--- config.mk ---
export PLATFORM = sky130hd
export DESIGN_NAME = pll_reset_sequencer
export DESIGN_NICKNAME = d
export VERILOG_FILES = /design/src/rtl/pll_reset_sequencer.sv
export SDC_FILE = /design/constraint.sdc
export NUM_CORES = 1
export LEC_CHECK = 0
export ABC_CLOCK_PERIOD_IN_PS = 2450
export CAP_MARGIN = 30
export CORE_MARGIN = 5
export CORE_UTILIZATION = 50
export CTS_CLUSTER_SIZE = 16
export DETAILED_ROUTE_END_ITERATION = 12
export GPL_TIMING_DRIVEN = 0
export PLACE_DENSITY = 0.7
export SLEW_MARGIN = 20
export SYNTH_ARGS = -nofsm -noshare
export SYNTH_HDL_FRONTEND = slang
export SYNTH_SLANG_ARGS = --single-unit
--- constraint.sdc ---
create_clock -name clk -period 2.45 [get_ports clk]
set_input_delay 0.735 -clock clk [delete_from_list [all_inputs] [get_ports clk]]
set_output_delay 0.735 -clock clk [all_outputs]
set_load 0.005 [all_outputs]
--- src/rtl/pll_reset_sequencer.sv ---
// Reset sequencer for the HDMI rPLL: pulses PLL RESET, qualifies LOCK,
// then releases the downstream pixel/TMDS domain reset.
module pll_reset_sequencer #(
    parameter int PLL_RST_CYCLES      = 16,
    parameter int LOCK_STABLE_CYCLES  = 1024,
    parameter int LOCK_TIMEOUT_CYCLES = 27000,
    parameter int MAX_RETRIES         = 3
) (
    input  logic       clk,
    input  logic       rst_n,
    input  logic       pll_lock,
    input  logic       soft_restart,
    output logic       pll_reset,
    output logic       sys_rst_n,
    output logic       ready,
    output logic       fault,
    output logic [2:0] retry_count,
    output logic       lock_lost
);

    localparam int MAX_AB = (PLL_RST_CYCLES > LOCK_STABLE_CYCLES)
                          ? PLL_RST_CYCLES : LOCK_STABLE_CYCLES;
    localparam int MAX_C  = (MAX_AB > LOCK_TIMEOUT_CYCLES)
                          ? MAX_AB : LOCK_TIMEOUT_CYCLES;
    localparam int CW     = $clog2(MAX_C + 1);

    localparam logic [CW-1:0] RST_LAST  = CW'(PLL_RST_CYCLES - 1);
    localparam logic [CW-1:0] STB_LAST  = CW'(LOCK_STABLE_CYCLES - 1);
    localparam logic [CW-1:0] TMO_LAST  = CW'(LOCK_TIMEOUT_CYCLES - 1);
    localparam logic [2:0]    RETRY_MAX = 3'(MAX_RETRIES);

    localparam logic [2:0] S_PLL_RST   = 3'd0;
    localparam logic [2:0] S_WAIT_LOCK = 3'd1;
    localparam logic [2:0] S_STABLE    = 3'd2;
    localparam logic [2:0] S_RUN       = 3'd3;
    localparam logic [2:0] S_FAULT     = 3'd4;

    logic          sync1, lock_s;
    logic [2:0]    state, state_d;
    logic [CW-1:0] cnt, cnt_d;
    logic [2:0]    retry_d;
    logic          lost_d;

    // Two-flop synchronizer; only lock_s is used past this point
    always_ff @(posedge clk or negedge rst_n) begin
        if (!rst_n) begin
            sync1  <= 1'b0;
            lock_s <= 1'b0;
        end else begin
            sync1  <= pll_lock;
            lock_s <= sync1;
        end
    end

    always_comb begin
        state_d = state;
        cnt_d   = cnt;
        retry_d = retry_count;
        lost_d  = 1'b0;
        if (soft_restart) begin
            state_d = S_PLL_RST;
            retry_d = 3'd0;
        end else begin
            unique case (1'b1)
                (state == S_PLL_RST): begin
                    cnt_d = cnt + CW'(1);
                    if (cnt == RST_LAST)
                        state_d = S_WAIT_LOCK;
                end
                (state == S_WAIT_LOCK): begin
                    cnt_d = cnt + CW'(1);
                    if (lock_s) begin
                        state_d = S_STABLE;
                    end else if (cnt == TMO_LAST) begin
                        if (retry_count == RETRY_MAX) begin
                            state_d = S_FAULT;
                        end else begin
                            state_d = S_PLL_RST;
                            retry_d = retry_count + 3'd1;
                        end
                    end
                end
                (state == S_STABLE): begin
                    cnt_d = cnt + CW'(1);
                    if (!lock_s) begin
                        state_d = S_WAIT_LOCK;
                    end else if (cnt == STB_LAST) begin
                        state_d = S_RUN;
                        retry_d = 3'd0;
                    end
                end
                (state == S_RUN): begin
                    if (!lock_s) begin
                        state_d = S_PLL_RST;
                        lost_d  = 1'b1;
                    end
                end
                (state == S_FAULT): begin
                    state_d = S_FAULT;
                end
                default: begin
                    state_d = S_PLL_RST;
                end
            endcase
        end
        // Counter restarts on every state entry, and on any soft restart
        if (soft_restart || (state_d != state))
            cnt_d = '0;
    end

    always_ff @(posedge clk or negedge rst_n) begin
        if (!rst_n) begin
            state       <= S_PLL_RST;
            cnt         <= '0;
            retry_count <= 3'd0;
        end else begin
            state       <= state_d;
            cnt         <= cnt_d;
            retry_count <= retry_d;
        end
    end

    // Outputs follow the state register one cycle later
    always_ff @(posedge clk or negedge rst_n) begin
        if (!rst_n) begin
            pll_reset <= 1'b1;
            sys_rst_n <= 1'b0;
            ready     <= 1'b0;
            fault     <= 1'b0;
            lock_lost <= 1'b0;
        end else begin
            pll_reset <= (state == S_PLL_RST) || (state == S_FAULT);
            sys_rst_n <= (state == S_RUN);
            ready     <= (state == S_RUN);
            fault     <= (state == S_FAULT);
            lock_lost <= lost_d;
        end
    end

endmodule

* Word-level counts from Yosys, hierarchy flattened
Cells that the tools add are included.
Storage, ports and cells: flip-flop bits (word level) 27, word-level logic and storage cells 56, input bits 4, output and inout port bits 8
Cells by class: reductions and logical operators 8, eq/ne operators 15, mux-type cells 22, add/sub/neg operators 2
Operator list (number):
- $mux 15 | 3
- $mux 3 | 14
- $add 15x1->15 const B | 1
- $eq 15x10->1 const B | 1
- $eq 15x15->1 const B | 1
- $eq 15x4->1 const B | 1
- $pmux 3 s5 | 1
- $eq 3x2->1 const B | 3
- $ne 3x3->1 const B | 3
- $ne 3x2->1 const B | 2
- $pmux 3 s2 | 1
- $reduce_and 6->1 | 1
- $add 3x1->3 const B | 1
- $eq 3x1->1 const B | 1
- $eq 3x3->1 const B | 1
- $logic_not 3->1 | 1
- $mux 1 | 3
- $ne 3x3->1 | 1
- $reduce_bool 3->1 | 1
- $reduce_or 3->1 | 1
- $logic_or 1x1->1 | 2
- $ne 2x1->1 const B | 1
- $reduce_and 2->1 | 1
- $reduce_bool 2->1 | 1

* Depth between registers and ports, before layout
depth in word-level cells 10, depth in mapped cells 7, mapped depth without buffers 6

* Worst setup path after synthesis
Ideal clock, no wire load.
path type reg-to-reg, from register cnt[0], to register retry_count[2], path buffers 0, setup time 128 ps, arrival time 1802 ps, setup slack 521 ps, cell stages (with the launch flop) 7, period minus slack after synthesis 1929 ps, data required time 2322 ps, cell sequence dfrtp_1 -> ha_1 -> nand4bb_1 -> nor4_4 -> a32oi_1 -> nor2_1 -> mux2_1
On the way: word-level cells in the longest chain between the ends 3, elaborated cells between the ends (all ways) 5, those cells by class 4 x eq/ne; 1 x reduce/logical
Ends and longest elaborated chain:
- start, declared | line 40 | logic [CW-1:0] cnt, cnt_d;
- start signal, assigned | line 118 | cnt <= cnt_d;
- $eq 15x10->1 / $eq 15x15->1 (equally long branches) | line 87, 74
- $ne 3x2->1 (no line)
- $reduce_and 6->1 (no line) (*)
- end signal, assigned | line 119 | retry_count <= retry_d;
- end, declared | line 17 | output logic [2:0] retry_count,
Mark *: on every way between the ends. The rest lies on a longest branch, timed or not. A chain may end at the register's enable or synchronous reset.

* Final worst setup path
from register cnt[0], to register cnt[13]
On the way: word-level cells in the longest chain between the ends 9, elaborated cells between the ends (all ways) 19, those cells by class 1 x add/sub; 5 x eq/ne; 10 x mux; 3 x reduce/logical
Ends and longest elaborated chain:
- $eq 15x10->1 / $eq 15x15->1 (equally long branches) | line 87, 74
- $mux 3 (on tied branches) | line 87, 74
- $mux 3 (on tied branches) | line 85, 72
- $pmux 3 s5 | line 64 | unique case (1'b1)
- $mux 3 | line 60 | if (soft_restart) begin
- $ne 3x3->1 | line 107 | if (soft_restart || (state_d != state))
- $logic_or 1x1->1 | line 107
- $ne 2x1->1 (no line) / $reduce_bool 2->1 (equally long branches)
- $reduce_and 2->1 (no line)
Several ways; a longest one is shown, not always the timed one. The select of a mux whose other input is x is not followed.

==> out/summary.txt <==
outcome = complete, no violations
Post-Route WL = 2820 um
CP top delay family = simple AND/OR/NAND/NOR gates
final core utilization = 0.566
clock latency at the later pin of the worst-skew pair = 0.31 ns
number of H-tree branching levels = 1
number of rows in the core area = 20
maximum number of pins on one net before global-route repair = 28
top area cells in the synthesized netlist = sky130_fd_sc_hd__dfrtp_1 (43%), sky130_fd_sc_hd__nor2_1 (6.2%), sky130_fd_sc_hd__xor2_1 (5.8%), sky130_fd_sc_hd__nor4_4 (2.8%), sky130_fd_sc_hd__ha_1 (2.5%)
Max-cap violations = 0
worst hold start = sync1$_DFF_PN0_
kind of path behind the tightest hold check = flip-flop to flip-flop
kind of critical path = flip-flop to flip-flop
Leak Pwr = 0.748 nW
clock tree sinks = 27
crit path capture type = flip-flop
final setup TNS = 0 ns
FMAX = 0.459 GHz
CORE AREA = 0.00298 mm^2
unrepaired setup endpoints after global routing = false
n_diodes = 0
depth of the worst register-to-register path = 7
antenna violations before repair = 0
root buffer cell = sky130_fd_sc_hd__clkbuf_4
register share of total power = 0.670
die area = 0.00423 mm^2
overall die height = 65.0 um
EDFF count, synth = 0
slowest library cell on the worst path = sky130_fd_sc_hd__nor4_4
layout cells sized above 1 = 0.161
sw frac = 0.221
total number of yosys warnings = 0
cell-internal power = 0.000531 W
worst endpoint required time = 2.67 ns
number of iterations in the first detailed-routing pass = 4
netlist area before placement = 0.00151 mm^2
worst path buffer plus inverter count = 1
hold-critical path endpoint = lock_s$_DFF_PN0_
Hold Path Stages = 0
relative slew slack = 0.598
CTS hold repair buffers = 0
maximum vdd ir drop = 0.192 mV
Cell Chain, Critical Path = ha_1 -> nand4bb_1 -> nor4_4 -> o31ai_2 -> a32oi_4 -> buf_6 -> nor2_1
CP startpoint kind = flip-flop
setup slack on the worst flop-to-flop path = 0.27 ns
DRC violations left = 0
All-Layer GR Usage = 0.150
#FFs+latches synth = 27
Post-Route Skew = 0.00480 ns
actual slew at the worst max-slew pin = 0.604 ns
maximum fanout along the worst path = 10
I/O pin count = 12
launch instance of the worst register-to-register path = cnt[0]$_DFFE_PN0P_
most area-hungry cell type in the Yosys netlist = sky130_fd_sc_hd__dfrtp_1
clock tree from TritonCTS = yes
r2r endpoint = cnt[13]$_DFFE_PN0P_
starting density of the core = 0.508
Iteration-0 DRC Markers = 49
count of nets after finishing = 163
arrival time of data at the critical path endpoint = 2.39 ns
power density cells = 405 mW/mm^2
Final GP Congestion = 0.776
number of port buffers = 11
final max-slew violation count = 0
ratio of final minimum period to clock period = 0.889
quantity of gates resized following cts = 0
Layout Area Growth over Synthesis = 11.4%
antenna violation net count after detailed routing = 0
fraction of power consumed by the clock network = 0.271
sequential fraction of the synthesis area = 0.447
deepest clock path buffer count = 2
Distinct cells, synth = 47
Hold Worst Slack = 0.381 ns
die extent in x = 65.0 um
final hold violation count = 0
area share of the largest cell type after synthesis = 0.430
Vias = 1080
share of power burned in combinational logic = 0.058
Via density = 5.74
average size of a mapped cell = 10.8 um^2
Inserted Clock Buffers = 3
flip-flop cell with the highest count after synthesis = sky130_fd_sc_hd__dfrtp_1
filler instances = 267
final setup violation count = 0
nets in the synthesized netlist = 147
mean routed wirelength per cell = 15.0 um
clock edge transition at the registers on the reported setup and hold paths = 0.14 ns
hpwl dp = 2090 um
fraction of synthesis flops using an asynchronous set or reset pin = 1.00
biggest cell delay along the critical path = 0.51 ns
remaining global-route overflow = 0
global-route wire length before repair = 4900 um
Final min period = 2.18 ns
switching power of the nets = 0.000151 W
Post-Synthesis Cells = 140
vias in the first global route = 1061
post-CTS setup buffer count = 0
layer usage:
metal / track usage / wire length, um / vias to the layer above / share of wire
met2: 0.268 / 1470 / 22 / 0.52
met3: 0.0295 / 101 / 4 / 0.036
met5: 0 / 0 / - / 0
met1: 0.176 / 1210 / 532 / 0.43
li1: - / - / 522 / -
met4: 0.0544 / 31 / 0 / 0.011
metrics by stage:
step	instances	area (um^2)	worst slack (ns)	total power (W)
detailed placement	184	1660	0.101	0.000507
global route	188	1690	0.131	0.000730
CTS	188	1690	0.270	0.000699
finish	188	1690	0.272	0.000682
global placement	184	1670	0.121	0.000506
floorplan	140	1510	0.521	0.000487
cells in the final DEF, fill, tap and decap left out, types with 2 or more instances in the layout:
master                            count
sky130_fd_sc_hd__nor4_4               2
sky130_fd_sc_hd__a32oi_1              2
sky130_fd_sc_hd__nand4_1              5
sky130_fd_sc_hd__nor2_1              25
sky130_fd_sc_hd__clkbuf_8             2
sky130_fd_sc_hd__nand2_1             10
sky130_fd_sc_hd__a21oi_1              2
sky130_fd_sc_hd__or2b_2               2
sky130_fd_sc_hd__clkbuf_4             3
sky130_fd_sc_hd__nand3_1              3
sky130_fd_sc_hd__xnor2_1              4
sky130_fd_sc_hd__dfrtp_1             26
sky130_fd_sc_hd__xor2_1              10
sky130_fd_sc_hd__clkdlybuf4s50_1     10
sky130_fd_sc_hd__inv_1                4
sky130_fd_sc_hd__mux2i_1              2
sky130_fd_sc_hd__and4_1               2
sky130_fd_sc_hd__nor2b_1              2
sky130_fd_sc_hd__nor3_1               5
sky130_fd_sc_hd__ha_1                 3
worst max path at each step:
stage	start	endpoint	slack, ns	depth (start not counted)
after floorplan	cnt[0]$_DFFE_PN0P_	retry_count[2]$_DFFE_PN0P_	0.52	6
after global placement	soft_restart	cnt[14]$_DFFE_PN0P_	0.12	6
after detailed placement	soft_restart	cnt[11]$_DFFE_PN0P_	0.10	6
after CTS	cnt[0]$_DFFE_PN0P_	cnt[11]$_DFFE_PN0P_	0.27	7
after global routing	cnt[0]$_DFFE_PN0P_	retry_count[2]$_DFFE_PN0P_	0.13	6
final	cnt[0]$_DFFE_PN0P_	cnt[13]$_DFFE_PN0P_	0.27	7
Yosys cell counts, types with 2 or more instances:
cell type	count
sky130_fd_sc_hd__xnor2_1	4
sky130_fd_sc_hd__nor3_1	5
sky130_fd_sc_hd__or2b_2	2
sky130_fd_sc_hd__nor2_1	25
sky130_fd_sc_hd__nor4_4	2
sky130_fd_sc_hd__xor2_1	10
sky130_fd_sc_hd__ha_1	3
sky130_fd_sc_hd__nand2_1	10
sky130_fd_sc_hd__mux2i_1	2
sky130_fd_sc_hd__dfrtp_1	26
sky130_fd_sc_hd__and4_1	2
sky130_fd_sc_hd__a32oi_1	2
sky130_fd_sc_hd__clkbuf_8	2
sky130_fd_sc_hd__nand3_1	3
sky130_fd_sc_hd__a21oi_1	2
sky130_fd_sc_hd__nor2b_1	2
sky130_fd_sc_hd__nand4_1	5
sky130_fd_sc_hd__inv_1	4
power by group through the flow:
| stage | sequential, W | clock [W] | combinational [W] |
|---|---|---|---|
| 2_1_floorplan | 0.000464 | 0 | 0.0000229 |
| 3_3_place_gp | 0.000465 | 0 | 0.0000402 |
| 3_5_place_dp | 0.000466 | 0 | 0.0000407 |
| 4_1_cts | 0.000458 | 0.000200 | 0.0000411 |
| 5_1_grt | 0.000459 | 0.000226 | 0.0000450 |
| 6_report | 0.000457 | 0.000185 | 0.0000399 |
flip-flops by register name, indices dropped and copies added (netlist names):
| signal | cells |
|---|---|
| cnt | 15 |
| retry_count | 3 |
| state | 3 |
| fault | 1 |
| lock_lost | 1 |
| lock_s | 1 |
| pll_reset | 1 |
| ready | 1 |
| sync1 | 1 |
cells by family after synthesis:
logic type | share of synthesized area
DFF | 0.447
muxes | 0.0207
adders and majority gates | 0.0248
buffers and inverters | 0.0653
and+or+nand+nor | 0.285
xor gates and xnor gates | 0.0810
AOI/OAI and AO/OA | 0.0760
area by class of cell:
type / instances / area, um^2 / share of cell area
clock buffer: 4 / 26.3 / 0.0156
inverter: 4 / 15.0 / 0.00890
timing repair buffer: 11 / 105 / 0.0623
buffer: 6 / 83.8 / 0.0497
tap: 33 / 41.3 / 0.0245
sequential: 27 / 677 / 0.401
multi-input combinational: 103 / 738 / 0.438
Power figures use the tool's default switching activity.
